==> config.mk <==
export PLATFORM = sky130hd
export DESIGN_NAME = lsu_ctrl
export DESIGN_NICKNAME = d
export VERILOG_FILES = /design/src/rtl/lsu_ctrl.sv
export SDC_FILE = /design/constraint.sdc
export NUM_CORES = 1
export LEC_CHECK = 0
export CAP_MARGIN = 5
export CORE_MARGIN = 2
export CORE_UTILIZATION = 37
export CTS_CLUSTER_SIZE = 20
export DETAILED_ROUTE_END_ITERATION = 8
export HOLD_SLACK_MARGIN = 0.1
export PLACE_DENSITY = 0.66
export SETUP_SLACK_MARGIN = 0.1
export SYNTH_ARGS = -nofsm -noshare
export SYNTH_HDL_FRONTEND = slang
export SYNTH_SLANG_ARGS = --single-unit
==> constraint.sdc <==
create_clock -name clk -period 8.8 [get_ports clk]
set_input_delay 2.64 -clock clk [delete_from_list [all_inputs] [get_ports clk]]
set_output_delay 2.64 -clock clk [all_outputs]
set_load 0.05 [all_outputs]
==> src/rtl/lsu_ctrl.sv <==
// lsu_ctrl: RV32I load/store control, word-wide memory with read-modify-write sub-word stores
module lsu_ctrl #(
  parameter int ADDR_W = 32
) (
  input  logic              clk,
  input  logic              reset,
  input  logic              req_valid,
  output logic              req_ready,
  input  logic              req_load,
  input  logic              req_store,
  input  logic [2:0]        req_funct3,
  input  logic [ADDR_W-1:0] req_addr,
  input  logic [31:0]       req_wdata,
  output logic              resp_valid,
  output logic [31:0]       resp_load_data,
  output logic              resp_misaligned,
  output logic              resp_illegal,
  output logic              MemRead,
  output logic              MemWrite,
  output logic [ADDR_W-1:0] mem_addr,
  output logic [31:0]       mem_wdata,
  input  logic [31:0]       mem_rdata
);
  typedef enum logic [2:0] {IDLE, LOAD, RMW_RD, WRITE, DONE} state_t;
  state_t state, next;
  logic [2:0] f3;
  logic [ADDR_W-1:0] addr;
  logic [31:0] wdata, merge, merged, ext;
  logic [7:0] b;
  logic [15:0] h;
  logic acc, st, noop, ill, mis;
  assign acc  = req_valid && state == IDLE;
  assign st   = !req_load && req_store;
  assign noop = !req_load && !req_store;
  assign ill  = req_load ? (req_funct3 == 3'b011 || req_funct3[2:1] == 2'b11)
                         : st && (req_funct3[2] || req_funct3[1:0] == 2'b11);
  assign mis  = (req_funct3[1:0] == 2'b01 && req_addr[0]) ||
                (req_funct3[1:0] == 2'b10 && req_addr[1:0] != 2'b00);
  always_ff @(posedge clk)
    if (reset) state <= IDLE;
    else state <= next;
  // sub-word stores (funct3[1]==0) need the old word first
  always_comb begin
    next = state == IDLE   ? (!acc ? IDLE : (ill || mis || noop) ? DONE :
                              req_load ? LOAD : req_funct3[1] ? WRITE : RMW_RD) :
           state == LOAD   ? DONE :
           state == RMW_RD ? WRITE :
           state == WRITE  ? DONE : IDLE;
  end
  // reset gates strobes so an aborted access never writes or responds
  always_comb begin
    req_ready  = state == IDLE;
    resp_valid = state == DONE && !reset;
    MemRead    = (state == LOAD || state == RMW_RD) && !reset;
    MemWrite   = state == WRITE && !reset;
    mem_addr   = (state == LOAD || state == RMW_RD || state == WRITE) ? {addr[ADDR_W-1:2], 2'b00} : '0;
    mem_wdata  = state == WRITE ? (f3[1] ? wdata : merged) : '0;
  end
  assign b   = mem_rdata[{addr[1:0], 3'b000} +: 8];
  assign h   = addr[1] ? mem_rdata[31:16] : mem_rdata[15:0];
  assign ext = f3[1:0] == 2'b00 ? {{24{!f3[2] && b[7]}}, b} :
               f3[1:0] == 2'b01 ? {{16{!f3[2] && h[15]}}, h} : mem_rdata;
  always_comb begin
    merged = merge;
    if (f3[0]) merged[{addr[1], 4'b0000} +: 16] = wdata[15:0];
    else merged[{addr[1:0], 3'b000} +: 8] = wdata[7:0];
  end
  always_ff @(posedge clk)
    if (reset) begin
      f3              <= '0;
      addr            <= '0;
      wdata           <= '0;
      merge           <= '0;
      resp_load_data  <= '0;
      resp_misaligned <= 1'b0;
      resp_illegal    <= 1'b0;
    end else begin
      if (acc) begin
        f3              <= req_funct3;
        addr            <= req_addr;
        wdata           <= req_wdata;
        resp_load_data  <= '0;
        resp_illegal    <= ill;
        resp_misaligned <= !ill && !noop && mis;
      end
      if (state == LOAD) resp_load_data <= ext;
      if (state == RMW_RD) merge <= mem_rdata;
    end
endmodule

==> metrics.cfg <==
[synthesis]
syn_avg_cell_area_um2=7.59
synth_edf_count=0
postSynthCellCount=852
ys_seq_area_share_pct=42.1
synthDistinctLibCells=53
ys_ff_latch=136
yosys_warnings=0
syn_area_um2=6470
synth_async_sr_flop_share_pct=0
ys.flop_type=dfxtp_1

[min_path]
hold_path_depth=2
min_to=resp_load_data[19]
hp-class=flop to flop
holdCritStartpoint=resp_load_data[19]

[place]
numPortBuffers=203
gp_congestion=0.872
dp_hpwl_um=15500

[setup_path]
rr_endpoint=resp_load_data[2]
r2r-start=addr[1]
path_class=flop to output port
path_max_fanout=18
cp_slowest_cell=nor4bb_1
start_kind=flop
endpoint_kind=output port
cp.required_ns=6.16
reg2reg_slack_ns=6.25
reg2regPathDepth=4
path_cells=inv_1 > ha_1 > nor4bb_1 > a21oi_1 > or2_2 > a221oi_1 > clkdlybuf4s50_1
cp_data_arrival_time_ns=4.65
slowest_delay_ns=1.04

[drt]
postRouteAntennaNets=0
first_pass_iters=5
drt_iter0_drc=465
wl_per_cell_um=17.6
routed_via_density=5.31
drc=0
vias=6625
drt-total-wl_um=21900

[die]
rows=48
die_h_um=136
initial_core_util_pct=37.7
io_pins=206
die_w_um=136
dieArea_um2=18600
core_um2=17200

[sta]
relSlewSlack_pct=17.0
setup_viol_count_final=0
rsz0062_at_grt=no
period_minus_slack_ns=7.29
fmax_mhz=137
fin_skew_ns=0.00704
slew_viol_final=0
final_hold_viol_count=0
worst_slew_pin_slew_ns=1.23
period_share_pct=82.9
final.setup.tns_ns=0

[grt]
antenna_found_initial=0
gr-total-overflow=0
grt_use_met3_pct=7.05
grt_pass1_wl_um=33500
gr-usage-all-layers_pct=23.6
grt_max_degree=94
grt_most_used_layer=met2
grt_pass1_vias=6222
met2_usage_pct=37.7
gr-usage-met1_pct=29.6

[layout]
nFillCells=1716
layout.nets=1120
seq_area_um2=2720
antenna_cells=0
multi_input_area_um2=3400
layout_common_cells=nand2_1 (236), clkdlybuf4s50_1 (202), dfxtp_1 (136)
final_common_cell=nand2_1
drive_gt1_share_pct=7.93
syn_to_final_growth_pct=41.5
final_core_utilization_pct=53.3

[cts]
hold_buffers=0
clock-sinks=136
tritoncts=done
root_buffer=clkbuf_16
clk_latency_ns=0.42
post_cts_resize_count=0
post_cts_buffers=0
clock_path_buffers=2
numCtsBuffers=17
clk_pin_slew_worst_paths_ns=0.06
h-tree-depth=4

[power]
ir_worst_vdd_mv=0.131
power.density_nw_per_um2=182
power_leakage_nw=3.18

[run_status]
status=finished clean

[job]
cap_violations=0

==> worst max path at each step <==
| stage | startpoint | to | cells after the start |
|---|---|---|---|
| final | addr[0] | mem_wdata[29] | 7 |
| after global routing | addr[0] | mem_wdata[26] | 7 |
| after CTS | addr[0] | mem_wdata[22] | 7 |
| after detailed placement | addr[0] | mem_wdata[22] | 7 |
| after global placement | addr[0] | mem_wdata[26] | 7 |
| after floorplan | reset | resp_valid | 3 |
==> critical path, delay by kind of cell, from the launching register on <==
| kind | cells | cell delay, ns |
|---|---|---|
| and+or+nand+nor | 2 | 1.36 |
| buffers and inverters | 2 | 1.10 |
| DFF | 1 | 0.86 |
| AOI/OAI and AO/OA | 2 | 0.51 |
| adders and majority gates | 1 | 0.41 |
==> power by group <==
part           switching (mW)  leakage, nW  total (mW)  internal (mW)
Combinational           0.159         1.77       0.270          0.110
Sequential             0.0316         1.11       0.679          0.647
Clock                   0.259        0.298       0.722          0.463
Total                   0.450         3.18        1.67           1.22
==> synth_stat cells, drive strengths merged, types with 8 or more instances <==
| cell | count | area (µm²) |
|---|---|---|
| nor4 | 8 | 50.1 |
| and2 | 32 | 200 |
| nor2 | 50 | 188 |
| clkbuf | 56 | 210 |
| inv | 19 | 71.3 |
| dfxtp | 136 | 2720 |
| o21ai | 25 | 163 |
| o221ai | 15 | 131 |
| a22oi | 9 | 67.6 |
| a21oi | 131 | 656 |
| nand2 | 237 | 890 |
| buf | 15 | 86.3 |
| or2 | 18 | 113 |
| a221oi | 16 | 158 |
| o22ai | 13 | 81.3 |
| nor4b | 9 | 78.8 |
==> registers in the layout (all words and copies together) (netlist names) <==
name,count
state,3
resp_load_data,32
resp_misaligned,1
merge,32
f3,3
resp_illegal,1
addr,32
wdata,32
==> routing by layer <==
layer,wire (µm),part of all wire (%)
met1,8990,41
met3,1910,8.7
met2,10300,47
met5,0,0
met4,678,3.1
==> kinds of logic after synthesis <==
| logic type | synth area share, % |
|---|---|
| simple gates | 26.8 |
| compound gates | 21.7 |
| flops | 42.1 |
| buf+inv | 5.69 |
| mux | 2.55 |
| fa+ha+maj | 0.967 |
| other cells | 0.0580 |
| xor+xnor | 0.135 |
==> cell type report <==
cell class | instances | share of cell area [%]
Multi-Input combinational cell | 627 | 37.2
Inverter | 19 | 0.779
Clock inverter | 9 | 1.35
Tap cell | 225 | 3.08
Timing Repair Buffer | 210 | 22.7
Sequential cell | 136 | 29.7
Clock buffer | 21 | 5.14
==> stage by stage <==
| step | std cells | cell area (µm²) | setup slack [ns] | hold slack [ns] | total power, mW |
|---|---|---|---|---|---|
| after floorplan | 853 | 6470 | 1.51 | 0.432 | 0.847 |
| after global placement | 1217 | 8550 | 2.07 | 0.435 | 0.956 |
| after detailed placement | 1217 | 8550 | 1.98 | 0.440 | 0.959 |
| after CTS | 1247 | 9150 | 1.49 | 0.450 | 1.68 |
| after global routing | 1247 | 9150 | 1.14 | 0.467 | 1.74 |
| final | 1247 | 9150 | 1.51 | 0.447 | 1.67 |
No activity file was read; power rests on OpenSTA's default activity.
